### config.mk
export PLATFORM = sky130hd
export DESIGN_NAME = oc8051_mul_ctrl_flat
export DESIGN_NICKNAME = d
export VERILOG_FILES = /design/src/rtl/oc8051_alu_pkg.sv /design/src/rtl/oc8051_mul_ctrl_if.sv /design/src/rtl/oc8051_mul_ctrl.sv /design/src/flat_wrapper.sv
export SDC_FILE = /design/constraint.sdc
export NUM_CORES = 1
export LEC_CHECK = 0
export ABC_CLOCK_PERIOD_IN_PS = 2200
export BUFFER_PORTS_ARGS = -buffer_cell sky130_fd_sc_hd__buf_4
export CAP_MARGIN = 10
export CORE_UTILIZATION = 30
export CTS_CLUSTER_DIAMETER = 60
export DETAILED_ROUTE_END_ITERATION = 8
export PLACE_DENSITY = 0.64
export SETUP_SLACK_MARGIN = 0.1
export SLEW_MARGIN = 40
export SYNTH_ARGS = -nofsm -noshare
export SYNTH_HDL_FRONTEND = slang
export SYNTH_SLANG_ARGS = --single-unit
### constraint.sdc
create_clock -name clk -period 2.2 [get_ports clk]
set_input_delay 0.22 -clock clk [delete_from_list [all_inputs] [get_ports clk]]
set_output_delay 0.22 -clock clk [all_outputs]
set_load 0.01 [all_outputs]
### src/rtl/oc8051_alu_pkg.sv
// Shared ALU types for the 8051 MUL sequencer: state encoding, operand byte, product record.
// Optional zero-operand shortcut lives in oc8051_mul_ctrl behind OC8051_MUL_FASTPATH_EN.
package oc8051_alu_pkg;

  localparam int MUL_CYCLES_DEF = 4;
  localparam int WDOG_LIMIT_DEF = 8;

  typedef logic [7:0] byte_t;

  typedef struct packed {
    byte_t hi;
    byte_t lo;
    logic  ov;
  } mul_prod_t;

  typedef enum logic [1:0] {
    ST_IDLE  = 2'b00,
    ST_RUN   = 2'b01,
    ST_DRAIN = 2'b10,
    ST_WB    = 2'b11
  } mul_state_e;

endpackage

### src/rtl/oc8051_mul_ctrl_if.sv
// Bundle between decode, the iterative multiplier, writeback and the MUL sequencer.
// The slave modport is the sequencer's view; master is everything around it.
interface oc8051_mul_ctrl_if;
  import oc8051_alu_pkg::*;

  logic  req_valid;
  logic  req_ready;
  byte_t req_acc;
  byte_t req_b;
  logic  flush;
  logic  mul_en;
  byte_t mul_src1;
  byte_t mul_src2;
  logic  mul_valid;
  byte_t mul_hi;
  byte_t mul_lo;
  logic  mul_ov;
  logic  wb_valid;
  logic  wb_ready;
  byte_t wb_acc;
  byte_t wb_b;
  logic  wb_ov;
  logic  wb_cy;
  logic  err;

  modport slave (
    input  req_valid, req_acc, req_b, flush,
    input  mul_valid, mul_hi, mul_lo, mul_ov,
    input  wb_ready,
    output req_ready, mul_en, mul_src1, mul_src2,
    output wb_valid, wb_acc, wb_b, wb_ov, wb_cy, err
  );

  modport master (
    output req_valid, req_acc, req_b, flush,
    output mul_valid, mul_hi, mul_lo, mul_ov,
    output wb_ready,
    input  req_ready, mul_en, mul_src1, mul_src2,
    input  wb_valid, wb_acc, wb_b, wb_ov, wb_cy, err
  );

endinterface

### src/rtl/oc8051_mul_ctrl.sv
// MUL AB sequencer: latches operands, runs the 4-cycle multiplier, holds the writeback.
// Define OC8051_MUL_FASTPATH_EN to retire zero-operand multiplies without the multiplier.
module oc8051_mul_ctrl
  import oc8051_alu_pkg::*;
#(
  parameter int MUL_CYCLES = MUL_CYCLES_DEF,
  parameter int WDOG_LIMIT = WDOG_LIMIT_DEF
) (
  input logic               clk,
  input logic               rst,
  oc8051_mul_ctrl_if.slave  bus
);

  localparam int CNT_W = $clog2(WDOG_LIMIT + 1);

  mul_state_e       state_q, state_d;
  logic [CNT_W-1:0] cnt_q, cnt_d;
  logic             mul_en_q, mul_en_d;
  byte_t            src1_q, src1_d;
  byte_t            src2_q, src2_d;
  mul_prod_t        prod_q, prod_d;
  logic             wb_valid_q, wb_valid_d;
  logic             err_q, err_d;

  logic fast_zero;
  logic last_iter;
  logic wdog_hit;

`ifdef OC8051_MUL_FASTPATH_EN
  assign fast_zero = (bus.req_acc == 8'h00) || (bus.req_b == 8'h00);
`else
  assign fast_zero = 1'b0;
`endif

  // Only the valid that lines up with our own count is trusted; it keeps us in step with the multiplier.
  assign last_iter = bus.mul_valid && (cnt_q == CNT_W'(MUL_CYCLES - 1));
  assign wdog_hit  = (cnt_q == CNT_W'(WDOG_LIMIT - 1));

  always_comb begin
    state_d    = state_q;
    cnt_d      = cnt_q;
    mul_en_d   = mul_en_q;
    src1_d     = src1_q;
    src2_d     = src2_q;
    prod_d     = prod_q;
    wb_valid_d = wb_valid_q;
    err_d      = 1'b0;

    case (state_q)
      ST_IDLE: begin
        if (bus.req_valid && !bus.flush) begin
          src1_d = bus.req_acc;
          src2_d = bus.req_b;
          cnt_d  = '0;
          if (fast_zero) begin
            prod_d     = '0;
            wb_valid_d = 1'b1;
            state_d    = ST_WB;
          end else begin
            mul_en_d = 1'b1;
            state_d  = ST_RUN;
          end
        end
      end

      ST_RUN, ST_DRAIN: begin
        cnt_d = cnt_q + 1'b1;
        if (last_iter) begin
          mul_en_d = 1'b0;
          state_d  = ST_IDLE;
          if (state_q == ST_RUN && !bus.flush) begin
            prod_d     = '{hi: bus.mul_hi, lo: bus.mul_lo, ov: bus.mul_ov};
            wb_valid_d = 1'b1;
            state_d    = ST_WB;
          end
        end else if (wdog_hit) begin
          err_d    = 1'b1;
          mul_en_d = 1'b0;
          state_d  = ST_IDLE;
        end else if (state_q == ST_RUN && bus.flush) begin
          // Keep the multiplier enabled so its internal counter wraps back to zero.
          state_d = ST_DRAIN;
        end
      end

      ST_WB: begin
        if (bus.flush || bus.wb_ready) begin
          wb_valid_d = 1'b0;
          state_d    = ST_IDLE;
        end
      end

      default: begin
        state_d = ST_IDLE;
      end
    endcase
  end

  always_ff @(posedge clk or posedge rst) begin
    if (rst) begin
      state_q    <= ST_IDLE;
      cnt_q      <= '0;
      mul_en_q   <= 1'b0;
      src1_q     <= '0;
      src2_q     <= '0;
      prod_q     <= '0;
      wb_valid_q <= 1'b0;
      err_q      <= 1'b0;
    end else begin
      state_q    <= state_d;
      cnt_q      <= cnt_d;
      mul_en_q   <= mul_en_d;
      src1_q     <= src1_d;
      src2_q     <= src2_d;
      prod_q     <= prod_d;
      wb_valid_q <= wb_valid_d;
      err_q      <= err_d;
    end
  end

  assign bus.req_ready = (state_q == ST_IDLE);
  assign bus.mul_en    = mul_en_q;
  assign bus.mul_src1  = src1_q;
  assign bus.mul_src2  = src2_q;
  assign bus.wb_valid  = wb_valid_q;
  assign bus.wb_acc    = prod_q.lo;
  assign bus.wb_b      = prod_q.hi;
  assign bus.wb_ov     = prod_q.ov;
  assign bus.wb_cy     = 1'b0;
  assign bus.err       = err_q;

endmodule

### src/flat_wrapper.sv
// flat-port wrapper written by rule: the top's interface ports become plain ports
module oc8051_mul_ctrl_flat import oc8051_alu_pkg::*;
#(
  parameter int MUL_CYCLES = MUL_CYCLES_DEF,
  parameter int WDOG_LIMIT = WDOG_LIMIT_DEF
)
  (clk, rst, bus_req_valid, bus_req_acc, bus_req_b, bus_flush, bus_mul_valid, bus_mul_hi, bus_mul_lo, bus_mul_ov, bus_wb_ready, bus_req_ready, bus_mul_en, bus_mul_src1, bus_mul_src2, bus_wb_valid, bus_wb_acc, bus_wb_b, bus_wb_ov, bus_wb_cy, bus_err);
  oc8051_mul_ctrl_if bus_i ();
  input logic clk;
  input logic rst;
  input wire logic [$bits(bus_i.req_valid)-1:0] bus_req_valid;
  input wire logic [$bits(bus_i.req_acc)-1:0] bus_req_acc;
  input wire logic [$bits(bus_i.req_b)-1:0] bus_req_b;
  input wire logic [$bits(bus_i.flush)-1:0] bus_flush;
  input wire logic [$bits(bus_i.mul_valid)-1:0] bus_mul_valid;
  input wire logic [$bits(bus_i.mul_hi)-1:0] bus_mul_hi;
  input wire logic [$bits(bus_i.mul_lo)-1:0] bus_mul_lo;
  input wire logic [$bits(bus_i.mul_ov)-1:0] bus_mul_ov;
  input wire logic [$bits(bus_i.wb_ready)-1:0] bus_wb_ready;
  output wire logic [$bits(bus_i.req_ready)-1:0] bus_req_ready;
  output wire logic [$bits(bus_i.mul_en)-1:0] bus_mul_en;
  output wire logic [$bits(bus_i.mul_src1)-1:0] bus_mul_src1;
  output wire logic [$bits(bus_i.mul_src2)-1:0] bus_mul_src2;
  output wire logic [$bits(bus_i.wb_valid)-1:0] bus_wb_valid;
  output wire logic [$bits(bus_i.wb_acc)-1:0] bus_wb_acc;
  output wire logic [$bits(bus_i.wb_b)-1:0] bus_wb_b;
  output wire logic [$bits(bus_i.wb_ov)-1:0] bus_wb_ov;
  output wire logic [$bits(bus_i.wb_cy)-1:0] bus_wb_cy;
  output wire logic [$bits(bus_i.err)-1:0] bus_err;
  assign bus_i.req_valid = bus_req_valid;
  assign bus_i.req_acc = bus_req_acc;
  assign bus_i.req_b = bus_req_b;
  assign bus_i.flush = bus_flush;
  assign bus_i.mul_valid = bus_mul_valid;
  assign bus_i.mul_hi = bus_mul_hi;
  assign bus_i.mul_lo = bus_mul_lo;
  assign bus_i.mul_ov = bus_mul_ov;
  assign bus_i.wb_ready = bus_wb_ready;
  assign bus_req_ready = bus_i.req_ready;
  assign bus_mul_en = bus_i.mul_en;
  assign bus_mul_src1 = bus_i.mul_src1;
  assign bus_mul_src2 = bus_i.mul_src2;
  assign bus_wb_valid = bus_i.wb_valid;
  assign bus_wb_acc = bus_i.wb_acc;
  assign bus_wb_b = bus_i.wb_b;
  assign bus_wb_ov = bus_i.wb_ov;
  assign bus_wb_cy = bus_i.wb_cy;
  assign bus_err = bus_i.err;
  oc8051_mul_ctrl #(.MUL_CYCLES(MUL_CYCLES), .WDOG_LIMIT(WDOG_LIMIT)) u_core (.clk(clk), .rst(rst), .bus(bus_i));
endmodule
==> results of run 1 <==
[placed cells by master (no fill, tap or decap), types with 2 or more instances in the layout]
cell type / count
buf_4: 77
dfrtp_1: 42
mux2_2: 25
mux2_4: 9
nand2_1: 9
ha_1: 7
o21ai_0: 6
nor2_1: 5
clkbuf_8: 5
inv_1: 3
nand2b_1: 3
nand3_1: 3
a21o_1: 2
mux2i_1: 2
o211ai_1: 2
[kinds of logic (layout without fill, tap and decap cells)]
group	after synthesis	in the layout	share of synthesized area [%]
AO/OA/AOI/OAI	12	12	3.94
multiplexers	36	36	23.3
flip-flops	42	42	56.1
other	1	1	0.200
buffers and inverters	9	91	3.34
adder cells (fa/ha/maj)	7	7	4.68
AND/OR/NAND/NOR	27	27	8.42
[area by class of cell]
cell class	count	area share, %
Clock buffer	6	2.78
Timing Repair Buffer	79	23.3
Sequential cell	42	40.2
Inverter	4	0.574
Tap cell	75	3.59
Clock inverter	2	0.527
Multi-Input combinational cell	83	29.1
[final timing paths]
| kind | endpoint | cells after the start |
|---|---|---|
| worst max-delay path | u_core.bus.wb_b[3] | 5 |
| worst min-delay path | u_core.bus.wb_b[6] | 2 |
| worst max register to register | u_core.bus.wb_b[3] | 5 |
| worst min register to register | u_core.bus.mul_src2[7] | 1 |
| max in group asynchronous | u_core.bus.mul_src1[6] | 4 |
| min in group asynchronous | u_core.bus.mul_src2[6] | 3 |
[power groups by stage]
| stage | logic, uW | clock network [uW] | registers [uW] |
|---|---|---|---|
| 4_1_cts | 1420 | 509 | 1290 |
| 6_report | 1400 | 488 | 1290 |
| 5_1_grt | 1550 | 551 | 1340 |
| 3_3_place_gp | 1390 | 0 | 1300 |
| 2_1_floorplan | 660 | 0 | 1410 |
| 3_5_place_dp | 1410 | 0 | 1310 |
[repair_timing]
item | CTS | global route
hold buffers | 1 | 0
buffers inserted | 0 | 0
endpoints found under the hold margin | 19 | 0
resized for setup | 0 | 0
[flip-flops by register name (all words and copies together), names as in the netlist]
name / cells
u_core.cnt_q: 4
u_core.bus.wb_b: 8
u_core.bus.err: 1
u_core.bus.mul_src1: 8
u_core.state_q: 2
u_core.bus.wb_ov: 1
u_core.bus.wb_acc: 8
u_core.bus.mul_en: 1
u_core.bus.mul_src2: 8
u_core.bus.wb_valid: 1
[layer usage]
| layer | up-vias | track usage [%] | wire length [microns] |
|---|---|---|---|
| met3 | 2 | 3.82 | 269 |
| met5 | - | 0 | 0 |
| met1 | 628 | 14.6 | 1600 |
| li1 | 627 | - | - |
| met4 | 0 | 4.82 | 19 |
| met2 | 44 | 18.8 | 1740 |
[per-stage QoR]
stage	area [sq um]	worst slack [ns]	cells
after global routing	2610	0.218	291
after floorplan	1870	0.329	134
final	2610	0.325	291
after global placement	2520	0.380	282
after CTS	2610	0.311	291
after detailed placement	2520	0.337	282
==> results_dict.tcl, run 1 <==
set metrics [dict create \
    final_core_util_pct 43.9 \
    cts_sinks 42 \
    start_kind "flop" \
    status "complete, no violations" \
    numCtsBuffers 5 \
    synth_cells 134 \
    cpPeakStageDelay_ns 0.45 \
    hold_start "bus_mul_hi[6]" \
    routedWlPerCell_microns 12.5 \
    syn-num-nets 180 \
    clockPowerShare_pct 15.3 \
    cp_cell_sequence "inv_1 -> ha_1 -> and4b_1 -> buf_12 -> mux2_2" \
    dr.pass1.iters 3 \
    antennaDiodeCount 0 \
    rrSetupSlack_ns 0.32 \
    synth_commonest_cells "42 x dfrtp_1, 25 x mux2_2, 9 x mux2_4, 9 x nand2_1, 7 x ha_1" \
    p_per_area_nw_per_um2 1220 \
    worstPathMaxFanout 18 \
    port_buffers 75 \
    critPathTopFamily "adder cells" \
    clockBufferDepth 2 \
    rsz0062_at_grt "false" \
    ys_types 28 \
    clkLatencyLatePin_ns 0.29 \
    cts_root_buf "clkbuf_8" \
    max_freq_mhz 533 \
    r2r-start "u_core.state_q[0]" \
    grt_overflow 0 \
    crit_arrival_ns 2.05 \
    synth_area_sq_um 1870 \
    initial_core_util_pct 31.4 \
    setup.worst_path.class "flop to flop" \
    dieHeight_microns 81.0 \
    synth_top_area_cell "dfrtp_1" \
    period_needed_ns 1.88 \
    yosys_register_bits 42 \
    setup_viol_count_final 0 \
    hp-class "input port to flop" \
    cts.clk_slew.worst_paths_ns 0.08 \
    maxCapViolations 0 \
    async_flop_share_pct 100 \
    drc 0 \
    multi_input_area_sq_um 759 \
    ctsHtreeMaxLevel 2 \
    worst-path-buf-inv 2 \
    grt_usage_pct 11.8 \
    antenna_found_initial 0 \
    drt-total-wl_microns 3630 \
    p_comb_share_pct 44.1 \
    ys.flop_type "dfrtp_1" \
    place.detailed.hpwl_microns 2750 \
    drive_above_1_share_pct 56.0 \
    p_switching_uw 1060 \
    drtIter0Drc 22 \
    fin_setup_tns_ns 0 \
    yosys_warnings 0 \
    cts_tree "yes" \
    rows 28 \
    nFillCells 591 \
    crit_path_end_kind "flop" \
    startpoint "u_core.state_q[0]" \
    synth.top_cells.by_area "dfrtp_1 56%, mux2_2 15%, mux2_4 7.2%" \
    grt_pass1_wl_microns 5840 \
    hold-worst-slack_ns 0.158 \
    p_leak_uw 0.00132 \
    gp_congestion 0.771 \
    pin_count 77 \
    seqPwrFrac_pct 40.5 \
    skew_ns 0.00586 \
    ir_worst_vdd_uv 548 \
    num_vias 1301 \
    ant_nets 0 \
    cp.required_ns 2.38 \
    final_nets 261 \
    synthToLayoutAreaGrowth_pct 39.5 \
    timing.final.hold_violations 0 \
    avgSynthCellArea_sq_um 14.0 \
    slowest_stage "ha_1" \
    yosysMostFrequentCell "dfrtp_1" \
    synth_top_area_share_pct 56.1 \
    ys_seq_area_share_pct 56.1 \
    grt_max_degree 24 \
    finalPower_uw 3180 \
    synth_edf_count 0 \
    core_area_sq_um 5960 \
    slew_viol_final 0 \
    grt_pass1_vias 1288 \
    die_width_microns 81.0 \
    seq_area_sq_um 1050 \
    internal_power_uw 2120 \
    fin_crit_sh_pct 85.2 \
    die_area_sq_um 6560 \
    viasPerCell 4.47 \
    swShare_pct 33.4 \
]
Power figures use the tool's default switching activity.
==> run 2: changes to the inputs <==
CAP_MARGIN = unset   (was 10)
CORE_MARGIN = 2   (was unset)
REMOVE_ABC_BUFFERS = 1   (was unset)
==> run 2 against run 1 <==
  * Power increased by 3.4%
  * Die area is 5.0% higher
  * Cell count fell by 0.69%
  * Largest power group unchanged
  * Highest routed layer unchanged
==> results_dict.tcl, run 2 (synthesis gave the netlist of run 1 again) <==
set metrics [dict create \
    dr.pass1.iters 4 \
    worst_pin_slew_ns 0.535 \
    numCtsBuffers 5 \
    place.detailed.hpwl_microns 2790 \
    r2r-start "u_core.cnt_q[0]" \
    cts_resized 0 \
    antennaDiodeCount 0 \
    timing.final.hold_violations 0 \
    fin_setup_tns_ns 0 \
    dieHeight_microns 83.0 \
    core_area_sq_um 5990 \
    grt_pass1_wl_microns 6420 \
    grt_max_degree 43 \
    grt_overflow 0 \
    ant_nets 0 \
    hp-class "input port to asynchronous set/reset pin" \
    cts_root_buf "clkbuf_8" \
    fin_crit_sh_pct 85.0 \
    p_comb_share_pct 42.5 \
    synthToLayoutAreaGrowth_pct 40.4 \
    clockBufferDepth 2 \
    drtIter0Drc 28 \
    cp.required_ns 2.38 \
    ctsHtreeMaxLevel 2 \
    routedWlPerCell_microns 12.7 \
    cts-hold-fix-buffers 0 \
    rsz0062_at_grt "false" \
    crit_arrival_ns 2.05 \
    num_vias 1270 \
    slew_headroom_pct 64.3 \
    crit_path_end_kind "flop" \
    grt_usage_pct 11.4 \
    drive_above_1_share_pct 56.1 \
    cts_sinks 42 \
    rrSetupSlack_ns 0.33 \
    max_freq_mhz 535 \
    internal_power_uw 2260 \
    skew_ns 0.00817 \
    clockPowerShare_pct 18.6 \
    final_common_cell "buf_4" \
    drt-total-wl_microns 3670 \
    gp_congestion 0.795 \
    swShare_pct 31.4 \
    slew_viol_final 0 \
    grt_pass1_vias 1312 \
    die_width_microns 83.0 \
    die_area_sq_um 6890 \
    startpoint "u_core.cnt_q[0]" \
    pin_count 77 \
    p_switching_uw 1030 \
    period_needed_ns 1.87 \
    worstPathMaxFanout 18 \
    cts_setup_buffers 0 \
    reg2reg_depth 5 \
    rows 28 \
    initial_core_util_pct 31.3 \
    mostFrequentLayoutCells "77 x buf_4, 42 x dfrtp_1, 25 x mux2_2" \
    cts_tree "yes" \
    seqPwrFrac_pct 39.0 \
    p_leak_uw 0.00132 \
    setup.worst_path.end "u_core.bus.wb_b[0]" \
    ir_worst_vdd_uv 562 \
    dp_cells 282 \
    setup.worst_path.class "flop to flop" \
    setup_viol_count_final 0 \
    port_buffers 75 \
    viasPerCell 4.39 \
    final_cells 289 \
    antenna_found_initial 0 \
    cts.clk_slew.worst_paths_ns 0.08 \
    maxCapViolations 0 \
    p_per_area_nw_per_um2 1250 \
    final_nets 260 \
    drc 0 \
    status "complete, no violations" \
    clkLatencyLatePin_ns 0.29 \
    rr_endpoint "u_core.bus.wb_b[0]" \
    start_kind "flop" \
]
-- run 2: cell types whose count changed in the layout (fill, tap and decap cells not counted) --
cell	change
clkbuf_8	+1
clkinv_1	+1
clkbuf_1	-1
bufinv_16	+1
dlygate4sd3_1	-1
clkinv_4	-1
clkinv_2	-1
inv_2	-1
-- run 2: how the worst min path moves through the flow --
stage	start	to	slack, ns
finish	rst	u_core.bus.wb_acc[4]	0.06
global route	rst	u_core.bus.wb_acc[4]	0.10
CTS	rst	u_core.bus.wb_acc[4]	0.07
detailed placement	rst	u_core.bus.wb_acc[4]	0.39
global placement	rst	u_core.bus.wb_b[1]	0.39
floorplan	bus_mul_lo[0]	u_core.bus.wb_acc[0]	0.37
-- run 2: final cells by class --
type,count,area (sq um)
Fill cell,564,3360
Tap cell,75,93.8
Clock buffer,6,82.6
Clock inverter,1,30.0
Timing Repair Buffer,78,598
Multi-Input combinational cell,83,759
Inverter,4,15.0
Sequential cell,42,1050
-- run 2: per-layer routing --
metal | GRT usage, % | up-vias | wire, microns | part of all wire (%)
li1 | - | 625 | - | -
met1 | 14.4 | 598 | 1620 | 44
met2 | 18.0 | 41 | 1760 | 48
met3 | 3.98 | 6 | 244 | 6.6
met4 | 4.02 | 0 | 51 | 1.4
met5 | 0 | - | 0 | 0
-- run 2: through the flow --
| step | hold slack [ns] | setup WS (ns) | cell area [sq um] | total power, uW | util [%] |
|---|---|---|---|---|---|
| floorplan | 0.368 | 0.0996 | 1830 | 2060 | - |
| global placement | 0.393 | 0.332 | 2520 | 2690 | 42.0 |
| detailed placement | 0.395 | 0.317 | 2520 | 2720 | 42.0 |
| CTS | 0.0704 | 0.311 | 2630 | 3350 | 43.9 |
| global route | 0.104 | 0.224 | 2630 | 3540 | 43.9 |
| finish | 0.0582 | 0.330 | 2630 | 3290 | 43.9 |
-- run 2: critical path, cell delays in order (launching register included) --
cell      delay, ns
dfrtp_1        0.38
ha_1           0.21
nor4bb_4       0.36
and4b_1        0.29
buf_12         0.18
mux2_2         0.35
-- run 2: power groups by stage --
stage	sequential (uW)	combinational, uW	clock, uW
final	1280	1400	610
after global routing	1330	1530	675
after CTS	1290	1420	640
after detailed placement	1300	1420	0
after global placement	1290	1400	0
after floorplan	1410	654	0
==> run 3: changes to the inputs <==
ABC_CLOCK_PERIOD_IN_PS = 1750   (was 2200)
clock period = 1.75 ns   (was 2.2 ns; I/O delays follow)
==> run 3 against run 2 <==
  * Setup slack worse by 0.30 ns
  * Sequential power up 24%
  * Clock skew down 0.0050 ns
  * Cell count up 7.6%
  * Sequential share of layout area down 3.9 points
  * Hold slack better by 0.056 ns
  * Power up 36%
==> results_dict.tcl, run 3 (synthesis gave the netlist of run 1 again) <==
set metrics [dict create \
    status "complete, no violations" \
    dp_slack_ns -0.0522 \
    period_needed_ns 1.72 \
    setup.worst_path.class "flop to flop" \
    grt_use_met2_pct 20.5 \
    initial_core_util_pct 31.3 \
    core_area_sq_um 5990 \
    dieHeight_microns 83.0 \
    grt_use_met1_pct 16.9 \
    internal_power_uw 3020 \
    cts_sinks 42 \
    top_usage_layer "met2" \
    cts_root_buf "clkbuf_8" \
    rr_endpoint "u_core.bus.wb_acc[7]" \
    hold_start "bus_mul_lo[5]" \
    p_comb_share_pct 50.2 \
    die_area_sq_um 6890 \
    max_freq_mhz 583 \
    seqPwrFrac_pct 35.6 \
    grt_usage_pct 12.8 \
    grt_pass1_wl_microns 7140 \
    final_common_cell "buf_4" \
    r2r-start "u_core.cnt_q[1]" \
    grt_pass1_vias 1473 \
    ir_worst_vdd_uv 847 \
    grt_max_degree 20 \
    place_area_sq_um 2620 \
    mostFrequentLayoutCells "90 x buf_4, 41 x dfrtp_1, 17 x mux2_4, 17 x mux2_2, 9 x nand2_1" \
    maxCapViolations 0 \
    numCtsBuffers 5 \
    place.detailed.hpwl_microns 3000 \
    antennaDiodeCount 0 \
    final_cells 311 \
    p_switching_uw 1440 \
    met3_usage_pct 3.98 \
    pin_count 77 \
    timing.final.hold_violations 0 \
    cts.clk_slew.worst_paths_ns 0.08 \
    slew_viol_final 0 \
    port_buffers 75 \
    dr.pass1.iters 4 \
    drc 0 \
    drive_above_1_share_pct 63.1 \
    finalPower_uw 4460 \
    clockPowerShare_pct 14.2 \
    hp-class "input port to flop" \
    clkLatencyLatePin_ns 0.28 \
    cp.required_ns 1.92 \
    rsz0062_at_grt "true" \
    rrSetupSlack_ns 0.03 \
    routedWlPerCell_microns 13.8 \
    grt_overflow 0 \
    drt-total-wl_microns 4280 \
    nFillCells 530 \
    swShare_pct 32.2 \
    antenna_found_initial 0 \
    clockBufferDepth 2 \
    viasPerCell 4.41 \
    setup_viol_count_final 0 \
    whs_path_depth 2 \
    cts_tree "yes" \
    p_per_area_nw_per_um2 1530 \
    min_to "u_core.bus.wb_acc[5]" \
    crit_arrival_ns 1.89 \
    worstPathMaxFanout 5 \
    reg2reg_depth 6 \
    drtIter0Drc 31 \
    p_leak_uw 0.00145 \
    fin_setup_tns_ns 0 \
    die_width_microns 83.0 \
    num_vias 1372 \
    start_kind "flop" \
    postLayoutCellArea_sq_um 2920 \
    layout_setup_ws_ns 0.0346 \
    fin_crit_sh_pct 98.0 \
    synthToLayoutAreaGrowth_pct 55.7 \
    crit_path_end_kind "flop" \
    dp_cells 294 \
    gp_congestion 0.807 \
    ctsHtreeMaxLevel 2 \
    ant_nets 0 \
    final_nets 281 \
    skew_ns 0.00319 \
    rows 28 \
]
## run 3: changes by cell type in the layout (fill, tap and decap cells not counted), moves of 2 or more
cell / delta
buf_4: +13
mux2_2: -8
mux2_4: +8
buf_6: +4
ha_1: -4
ha_4: +3
buf_16: +2
inv_1: -2
inv_2: +2
## run 3: final cells by class
cell class	instances	area (sq um)	share of cell area, %
Sequential cell	42	1050	36.1
Multi-Input combinational cell	83	838	28.7
Timing Repair Buffer	99	826	28.3
Tap cell	75	93.8	3.22
Clock buffer	7	86.3	2.96
Inverter	4	15.0	0.515
Clock inverter	1	5.00	0.172
## run 3: power groups by stage
stage / combinational (uW) / clock [uW] / sequential (uW)
floorplan: 822 / 0 / 1770
global placement: 1990 / 0 / 1600
detailed placement: 2030 / 0 / 1610
CTS: 2150 / 678 / 1590
global route: 2440 / 708 / 1650
finish: 2240 / 633 / 1590
## run 3: worst max-delay path, cell delays in order (launching register included)
cell      delay (ns)
dfrtp_1         0.37
ha_2            0.19
nor4bb_4        0.20
and4b_2         0.29
buf_6           0.13
buf_12          0.12
mux2_4          0.30
## run 3: worst max-delay path by stage
stage	endpoint	from	depth (start not counted)	slack (ns)
finish	u_core.bus.wb_acc[7]	u_core.cnt_q[1]	6	0.03
global route	u_core.bus.wb_b[5]	u_core.cnt_q[1]	6	-0.05
CTS	u_core.bus.wb_acc[6]	u_core.cnt_q[1]	6	0.03
detailed placement	u_core.bus.wb_b[6]	u_core.cnt_q[1]	5	-0.05
global placement	u_core.bus.wb_b[5]	u_core.cnt_q[0]	5	-0.006
floorplan	u_core.bus.wb_acc[7]	u_core.cnt_q[0]	4	-0.35
## run 3: repair_timing
item                                    in CTS  in global routing
cloned                                       2                  0
endpoints found under the setup margin      18                 21
hold buffers                                 1                  0
pin swaps                                    4                  7
buffers inserted                             5                  2
endpoints found under the hold margin       11                  0
resized for setup                           13                 12
## run 3: layer usage
| metal | wire length, microns | vias to the layer above | share of wire [%] |
|---|---|---|---|
| li1 | - | 663 | - |
| met1 | 1910 | 660 | 45 |
| met2 | 2090 | 45 | 49 |
| met3 | 239 | 4 | 5.6 |
| met4 | 36 | 0 | 0.84 |
| met5 | 0 | - | 0 |
## run 3: stage by stage
stage,hold slack [ns],utilization [%]
floorplan,0.323,-
global placement,0.149,43.7
detailed placement,0.167,43.7
CTS,0.101,47.6
global route,0.0976,48.7
finish,0.114,48.7
